## src/rtl/mod_n_updown_counter.sv

```systemverilog
// mod_n_updown_counter: modulo-N up/down counter with load, wrap/saturate, flags and wrap-event count
module mod_n_updown_counter #(
  parameter int WIDTH = 4,
  parameter int MODULUS = 12,
  parameter int SATURATE = 0,
  parameter int WRAP_W = 8
) (
  input  logic              clock,
  input  logic              rst,
  input  logic              en,
  input  logic              load,
  input  logic              updown,
  input  logic [WIDTH-1:0]  d_in,
  output logic [WIDTH-1:0]  d_out,
  output logic              tc,
  output logic              load_err,
  output logic              at_max,
  output logic              at_min,
  output logic [WRAP_W-1:0] wrap_cnt
);
  localparam logic [WIDTH:0] MODV = (WIDTH+1)'(MODULUS);
  localparam logic [WIDTH:0] ONE = (WIDTH+1)'(1);
  localparam logic [WIDTH:0] MAXV = MODV - ONE;
  logic [WIDTH:0] cur, nxt;
  logic bound, lerr, tc_n;
  // one extra bit keeps MODULUS == 2**WIDTH representable
  always_comb begin
    cur = {1'b0, d_out};
    lerr = {1'b0, d_in} >= MODV;
    bound = updown ? cur == MAXV : cur == '0;
    tc_n = !load && en && bound;
    nxt = load ? (lerr ? MAXV : {1'b0, d_in})
        : !en ? cur
        : bound ? (SATURATE != 0 ? cur : updown ? '0 : MAXV)
        : updown ? cur + ONE : cur - ONE;
  end
  assign at_max = cur == MAXV;
  assign at_min = d_out == '0;
  always_ff @(posedge clock or posedge rst) begin
    if (rst) begin
      d_out <= '0;
      tc <= 1'b0;
      load_err <= 1'b0;
      wrap_cnt <= '0;
    end else begin
      d_out <= nxt[WIDTH-1:0];
      tc <= tc_n;
      load_err <= load && lerr;
      if (tc_n && wrap_cnt != '1) wrap_cnt <= wrap_cnt + 1'b1;
    end
  end
endmodule

```

## config.mk

```make
export PLATFORM = sky130hd
export DESIGN_NAME = mod_n_updown_counter
export DESIGN_NICKNAME = d
export VERILOG_FILES = /design/src/rtl/mod_n_updown_counter.sv
export SDC_FILE = /design/constraint.sdc
export NUM_CORES = 1
export LEC_CHECK = 0
export CORE_AREA = 4 4 58 60
export CTS_CLUSTER_DIAMETER = 200
export CTS_CLUSTER_SIZE = 8
export DETAILED_ROUTE_END_ITERATION = 6
export DIE_AREA = 0 0 62 64
export PLACE_DENSITY_LB_ADDON = 0.3
export REMOVE_ABC_BUFFERS = 1
export SETUP_SLACK_MARGIN = 0.3
export SYNTH_ARGS = -nofsm -noshare
export SYNTH_HDL_FRONTEND = slang
export SYNTH_SLANG_ARGS = --single-unit
export TNS_END_PERCENT = 50
```

## constraint.sdc

```tcl
create_clock -name clock -period 3.7 [get_ports clock]
set_input_delay 0.74 -clock clock [delete_from_list [all_inputs] [get_ports clock]]
set_output_delay 0.74 -clock clock [all_outputs]
set_load 0.02 [all_outputs]
```

==> results of run 1 <==
## worst max-delay path by stage
stage | end | depth (start not counted)
after floorplan | wrap_cnt[1]$_DFFE_PP0P_ | 4
after global placement | wrap_cnt[1]$_DFFE_PP0P_ | 5
after detailed placement | wrap_cnt[1]$_DFFE_PP0P_ | 5
after CTS | wrap_cnt[1]$_DFFE_PP0P_ | 5
after global routing | at_min | 2
final | at_min | 2
## placed cells by master (no fill, tap or decap), types with 2 or more instances in the layout
cell / n
inv_1: 5
clkdlybuf4s50_1: 24
nand2_1: 4
xor2_1: 6
nand3_1: 4
a21oi_1: 5
ha_1: 3
dfrtp_1: 14
a31oi_1: 2
nor2_1: 5
clkbuf_4: 3
nor4_1: 4
xnor2_1: 3
nor3b_1: 2
nand4_1: 2
nor3_1: 2
nand2b_1: 2
## power by group
group          internal (mW)  switching, mW  leakage [nW]
clock network         0.0376         0.0442        0.0138
logic                  0.101         0.0893         0.280
registers              0.178         0.0400         0.183
## registers in the layout, indices dropped and copies added, names as in the netlist
signal	flops
tc	1
wrap_cnt	8
d_out	4
load_err	1
## worst max-delay path, cell delays in order (launching register included)
cell and delay [ps]:
dfrtp_1 500, nor4_1 380, clkdlybuf4s50_1 680
## final cells by class
cell class                 instances  share of cell area (%)
multi-input combinational         57                   37.80
sequential                        14                   32.37
timing repair buffer              24                   22.20
tap                               33                   3.815
clock buffer                       3                   2.081
inverter                           5                   1.734
## cells by family (layout without fill, tap and decap cells)
group	Yosys count	after routing	share of synthesized area, %
muxes	2	2	2.720
adders and majority gates	4	4	7.361
AOI/OAI and AO/OA	14	14	12.00
DFF	14	14	44.80
xor gates and xnor gates	9	9	10.08
and+or+nand+nor	28	28	20.16
buffers and inverters	6	32	2.880
## layer usage
layer	wire length [microns]	global-route usage, %
met4	14	3.183
met3	119	2.828
met2	790	15.16
met1	862	14.04
met5	0	0
## stage by stage
step | area, sq um | util (%)
after floorplan | 778.2 | -
after global placement | 1060 | 36.20
after detailed placement | 1060 | 36.20
after CTS | 1082 | 36.97
after global routing | 1082 | 36.97
final | 1082 | 36.97
==> results by group, run 1 <==
Synthesis
  – Mean Syn Cell Area: 10.16 sq um
  – Top cell type's share of synthesized area: 44.80%
  – Distinct cells, synth: 29
  – Post-synthesis async set-or-reset flop share: between 90% and 100%
  – Post-synthesis instance area: around 780 sq um
  – Register area share after synthesis: 44.80%
  – Synth area leaders: dfrtp_1 45%, xor2_1 6.7%, ha_1 4.8%
  – Post-synth EDFFs: 0
  – Post-Syn Instances: slightly below 80
  – Synth Flop Type: dfrtp_1
  – Area leader, netlist: dfrtp_1
  – Cell with the most instances after synthesis: dfrtp_1
  – Seq cells post-synth: 14
  – Synth warnings: 0
  – Post-synth top cells: 14 x dfrtp_1, 6 x xor2_1, 5 x a21oi_1, 5 x inv_1, 5 x nor2_1

Run status
  – Status: finished, final reports clean

Drt
  – First-pass DRT Iterations: 2
  – DRT iter0 DRCs: 8
  – WL per Instance: 13.13 microns
  – Final WL: 1.786 mm
  – Via count: between 600 and 700
  – # DRC: 0
  – Vias per std cell: 4.882
  – DRT antenna net count: 0

Timing
  – # setup viols final: 0
  – Max Clk Rate: 390.0 MHz
  – Max-slew headroom: roughly 63%
  – Setup slack after layout: 1136 ps
  – Final Cycle Share: between 60% and 70%
  – Hold Violations, Final: 0
  – Fin Setup TNS: 0 ps
  – Measured slew at the worst slew-check pin: 550.8 ps
  – Hold_ws: 526.9 ps
  – RSZ-0062 raised after global routing: false
  – Max Clock Skew: 5.659 ps
  – Slew Viols, Final: 0
  – Tmin final: 2564 ps

Layout
  – Area of the multi-input gates: 409.1 sq um
  – Post-Layout Cell Count: roughly 140
  – Reg area: 350.3 sq um
  – # fillers: 296
  – Area grow syn2layout: 38.40%
  – Antenna diodes: 0
  – Share of cells above drive strength 1: 5.825%
  – Final Net Count: 118

Clock network
  – H-tree depth: 1
  – CTS resizes: 0
  – Maximum root-to-sink buffer count: 2
  – Reg clk slew, reported paths: 70 ps
  – Setup bufs post-CTS: 0
  – Cts bufs inserted: 3
  – CTS tree: done
  – CTS Sinks: 14
  – Clock root buffer master: clkbuf_4
  – Clk Latency, worst-skew pair: 270 ps
  – CTS Hold Bufs: 0

Min path
  – Hold Crit Depth: 1
  – Worst hold start: wrap_cnt[7]$_DFFE_PP0P_
  – Worst Hold End: wrap_cnt[7]$_DFFE_PP0P_
  – Hold crit path type: reg -> reg

Setup path
  – Max FO, Critical Path: 8
  – Reg-to-Reg Start: d_out[0]$_DFFE_PP0P_
  – Arrival @ worst endpoint: 1820 ps
  – Type of the worst setup path: reg -> out
  – Crit start category: flip-flop
  – Reg2reg end: wrap_cnt[1]$_DFFE_PP0P_
  – Crit. Startpoint: d_out[0]$_DFFE_PP0P_
  – Crit path required time: just under 3000 ps
  – Crit end category: output pin
  – FF-to-FF path depth: 4
  – Reg2Reg Setup Slack: 1530 ps

Global route
  – Antenna violations before repair: 0
  – Largest net degree at the start of global routing: 15
  – Number of global-route vias before repair: roughly 690
  – GRT Residual Overflow: 0
  – GRT Overall Usage: 10.19%
  – First-pass GRT wire length: 3.084 mm

Floorplanning
  – Die height: about 64 microns
  – Initial Util: 26.71%
  – Die area: 3968 sq um
  – Core ar.: 2928 sq um
  – IO Pins: 25
  – Std-Cell Rows: 20
  – Die Width: around 62 microns

Placement
  – Placer Congestion: a little under 0.8
  – Port buffer count: 24
  – Half-perimeter wire length after placement: roughly 1.4 mm
  – Placed cell count: 133
  – Worst slack at placement: 839.1 ps

Flow run
  – Max cap viols: 0

Pwr
  – Total power: 0.4896 mW
  – Worst vdd ir: 276.8 uV
  – Static leakage: 0.4762 nW
  – PwrDens: 452.4 nW/um^2
(Power assumes the default switching activity.)
==> run 2, diff against run 1 <==
- clock period: 3.7 -> 2.34 ns (I/O delays scaled with it)
==> results by group, run 2 (synthesized netlist as in run 1, its figures left out) <==
Run status
  – Status: finished, final reports clean

Global route
  – Largest net degree at the start of global routing: 15
  – First-pass GRT wire length: 3.001 mm
  – GRT Overall Usage: around a tenth
  – Number of global-route vias before repair: 697
  – GRT Residual Overflow: 0
  – Antenna violations before repair: 0

Timing
  – Fin Setup TNS: 0 ps
  – Final Cycle Share: 83.21%
  – Tmin final: about 1900 ps
  – Hold Violations, Final: 0
  – Max-slew headroom: 64.54%
  – Max Clock Skew: approximately 0.39 ps
  – Max Clk Rate: 513.6 MHz
  – Slew Viols, Final: 0
  – Measured slew at the worst slew-check pin: 529.0 ps
  – RSZ-0062 raised after global routing: false
  – # setup viols final: 0
  – Hold_ws: 518.8 ps

Clock network
  – Cts bufs inserted: 3
  – Clock root buffer master: clkbuf_4
  – Setup bufs post-CTS: 0
  – H-tree depth: 1
  – Reg clk slew, reported paths: 80 ps
  – CTS Sinks: 14
  – Maximum root-to-sink buffer count: 2
  – Clk Latency, worst-skew pair: 260 ps
  – CTS tree: done

Floorplanning
  – Initial Util: 26.71%
  – Die area: 3968 sq um
  – Die height: 64 microns
  – Core ar.: 2928 sq um
  – Std-Cell Rows: 20
  – Die Width: approximately 62 microns
  – IO Pins: 25

Min path
  – Worst Hold End: wrap_cnt[7]$_DFFE_PP0P_
  – Worst hold start: wrap_cnt[7]$_DFFE_PP0P_
  – Hold Crit Depth: 1
  – Hold crit path type: reg -> reg

Placement
  – Half-perimeter wire length after placement: ~1.4 mm
  – Placed cell count: 138
  – Port buffer count: 24
  – Placer Congestion: approximately 0.85

Drt
  – Final WL: 1.735 mm
  – First-pass DRT Iterations: 4
  – Via count: around 700
  – WL per Instance: roughly 12 microns
  – DRT antenna net count: 0
  – # DRC: 0
  – DRT iter0 DRCs: 12
  – Vias per std cell: 4.957

Layout
  – Post-Layout Cell Count: between 100 and 150
  – Share of cells above drive strength 1: 17.59%
  – Commonest cells after routing, fill and taps aside: 21 x clkdlybuf4s50_1, 12 x dfrtp_1, 6 x xor2_1
  – Antenna diodes: 0
  – Most common cell after layout, fill and taps aside: clkdlybuf4s50_1
  – Final Net Count: 123
  – Area grow syn2layout: 47.84%
  – # fillers: 291
  – Max reg flops: 8
  – Most flops, register: wrap_cnt
  – Top flop regs: wrap_cnt: 8 flops, d_out: 4 flops

Setup path
  – Reg2reg end: wrap_cnt[4]$_DFFE_PP0P_
  – FF-to-FF path depth: 4
  – Crit start category: flip-flop
  – Crit path required time: approximately 2500 ps
  – Arrival @ worst endpoint: 2140 ps
  – Max FO, Critical Path: 7
  – Reg2Reg Setup Slack: between 300 and 400 ps
  – Type of the worst setup path: reg -> reg
  – Crit end category: flip-flop
  – Reg-to-Reg Start: d_out[0]$_DFFE_PP0P_

Pwr
  – PwrDens: 676.6 nW/um^2
  – Static leakage: 0.5134 nW
  – Worst vdd ir: 451.7 uV

Flow run
  – Max cap viols: 0
[run 2: cell types whose count changed in the layout (fill, tap and decap cells not counted), moves of 2 or more]
cell	previous run	this run
dfrtp_2	0	2
dlygate4sd2_1	0	3
dfrtp_1	14	12
nor4_1	4	2
buf_4	0	5
clkdlybuf4s50_1	24	21
nor4_2	0	2
[run 2: critical path, cell delays in order, from the launching register on]
cell and delay, ps:
dfrtp_2 460, or4_4 550, a211o_4 390, nor4b_2 310, xor2_1 160
[run 2: worst max-delay path by stage]
stage                               startpoint                 endpoint  slack (ps)  cells past startpoint
after global routing      d_out[0]$_DFFE_PP0P_  wrap_cnt[5]$_DFFE_PP0P_         310                      4
after CTS                 d_out[0]$_DFFE_PP0P_                 d_out[0]         330                      2
after floorplan           d_out[0]$_DFFE_PP0P_  wrap_cnt[1]$_DFFE_PP0P_         230                      4
after detailed placement                updown  wrap_cnt[1]$_DFFE_PP0P_         -80                      5
after global placement                  updown  wrap_cnt[1]$_DFFE_PP0P_         -50                      5
final                     d_out[0]$_DFFE_PP0P_  wrap_cnt[4]$_DFFE_PP0P_         390                      4
[run 2: routing by layer]
layer / wire length [microns] / track usage (%)
met1: 766 / 13.14
met2: 785 / 14.77
met3: 183 / 3.636
met4: 0 / 2.387
met5: 0 / 0
[run 2: power breakdown]
part / internal [mW] / total, mW / switching, mW
Clock: 0.0594 / 0.129 / 0.0694
Sequential: 0.282 / 0.341 / 0.0586
Combinational: 0.166 / 0.313 / 0.147
[run 2: per-stage QoR]
stage	util [%]	setup WS, ps	total power, mW	cell area (sq um)
2_1_floorplan	-	231.1	0.5088	778.2
3_3_place_gp	37.48	-54.29	0.6565	1097
3_5_place_dp	37.48	-76.28	0.6595	1097
4_1_cts	38.85	327.5	0.7940	1137
5_1_grt	39.49	310.9	0.8451	1156
6_report	39.49	392.9	0.7823	1156
[run 2: cell type report]
| cell class | count | area, sq um | area share (%) |
|---|---|---|---|
| multi-input combinational | 57 | 446.7 | 38.64 |
| sequential | 14 | 352.8 | 30.52 |
| timing repair buffer | 29 | 274.0 | 23.70 |
| tap | 33 | 41.29 | 3.571 |
| clock buffer | 3 | 22.52 | 1.948 |
| inverter | 5 | 18.77 | 1.623 |
[run 2: repair_timing]
item / in CTS / in global routing
cloned: 0 / 0
resized for setup: 8 / 4
pin swaps: 3 / 0
hold buffers: 0 / 0
setup endpoints to repair: 6 / 6
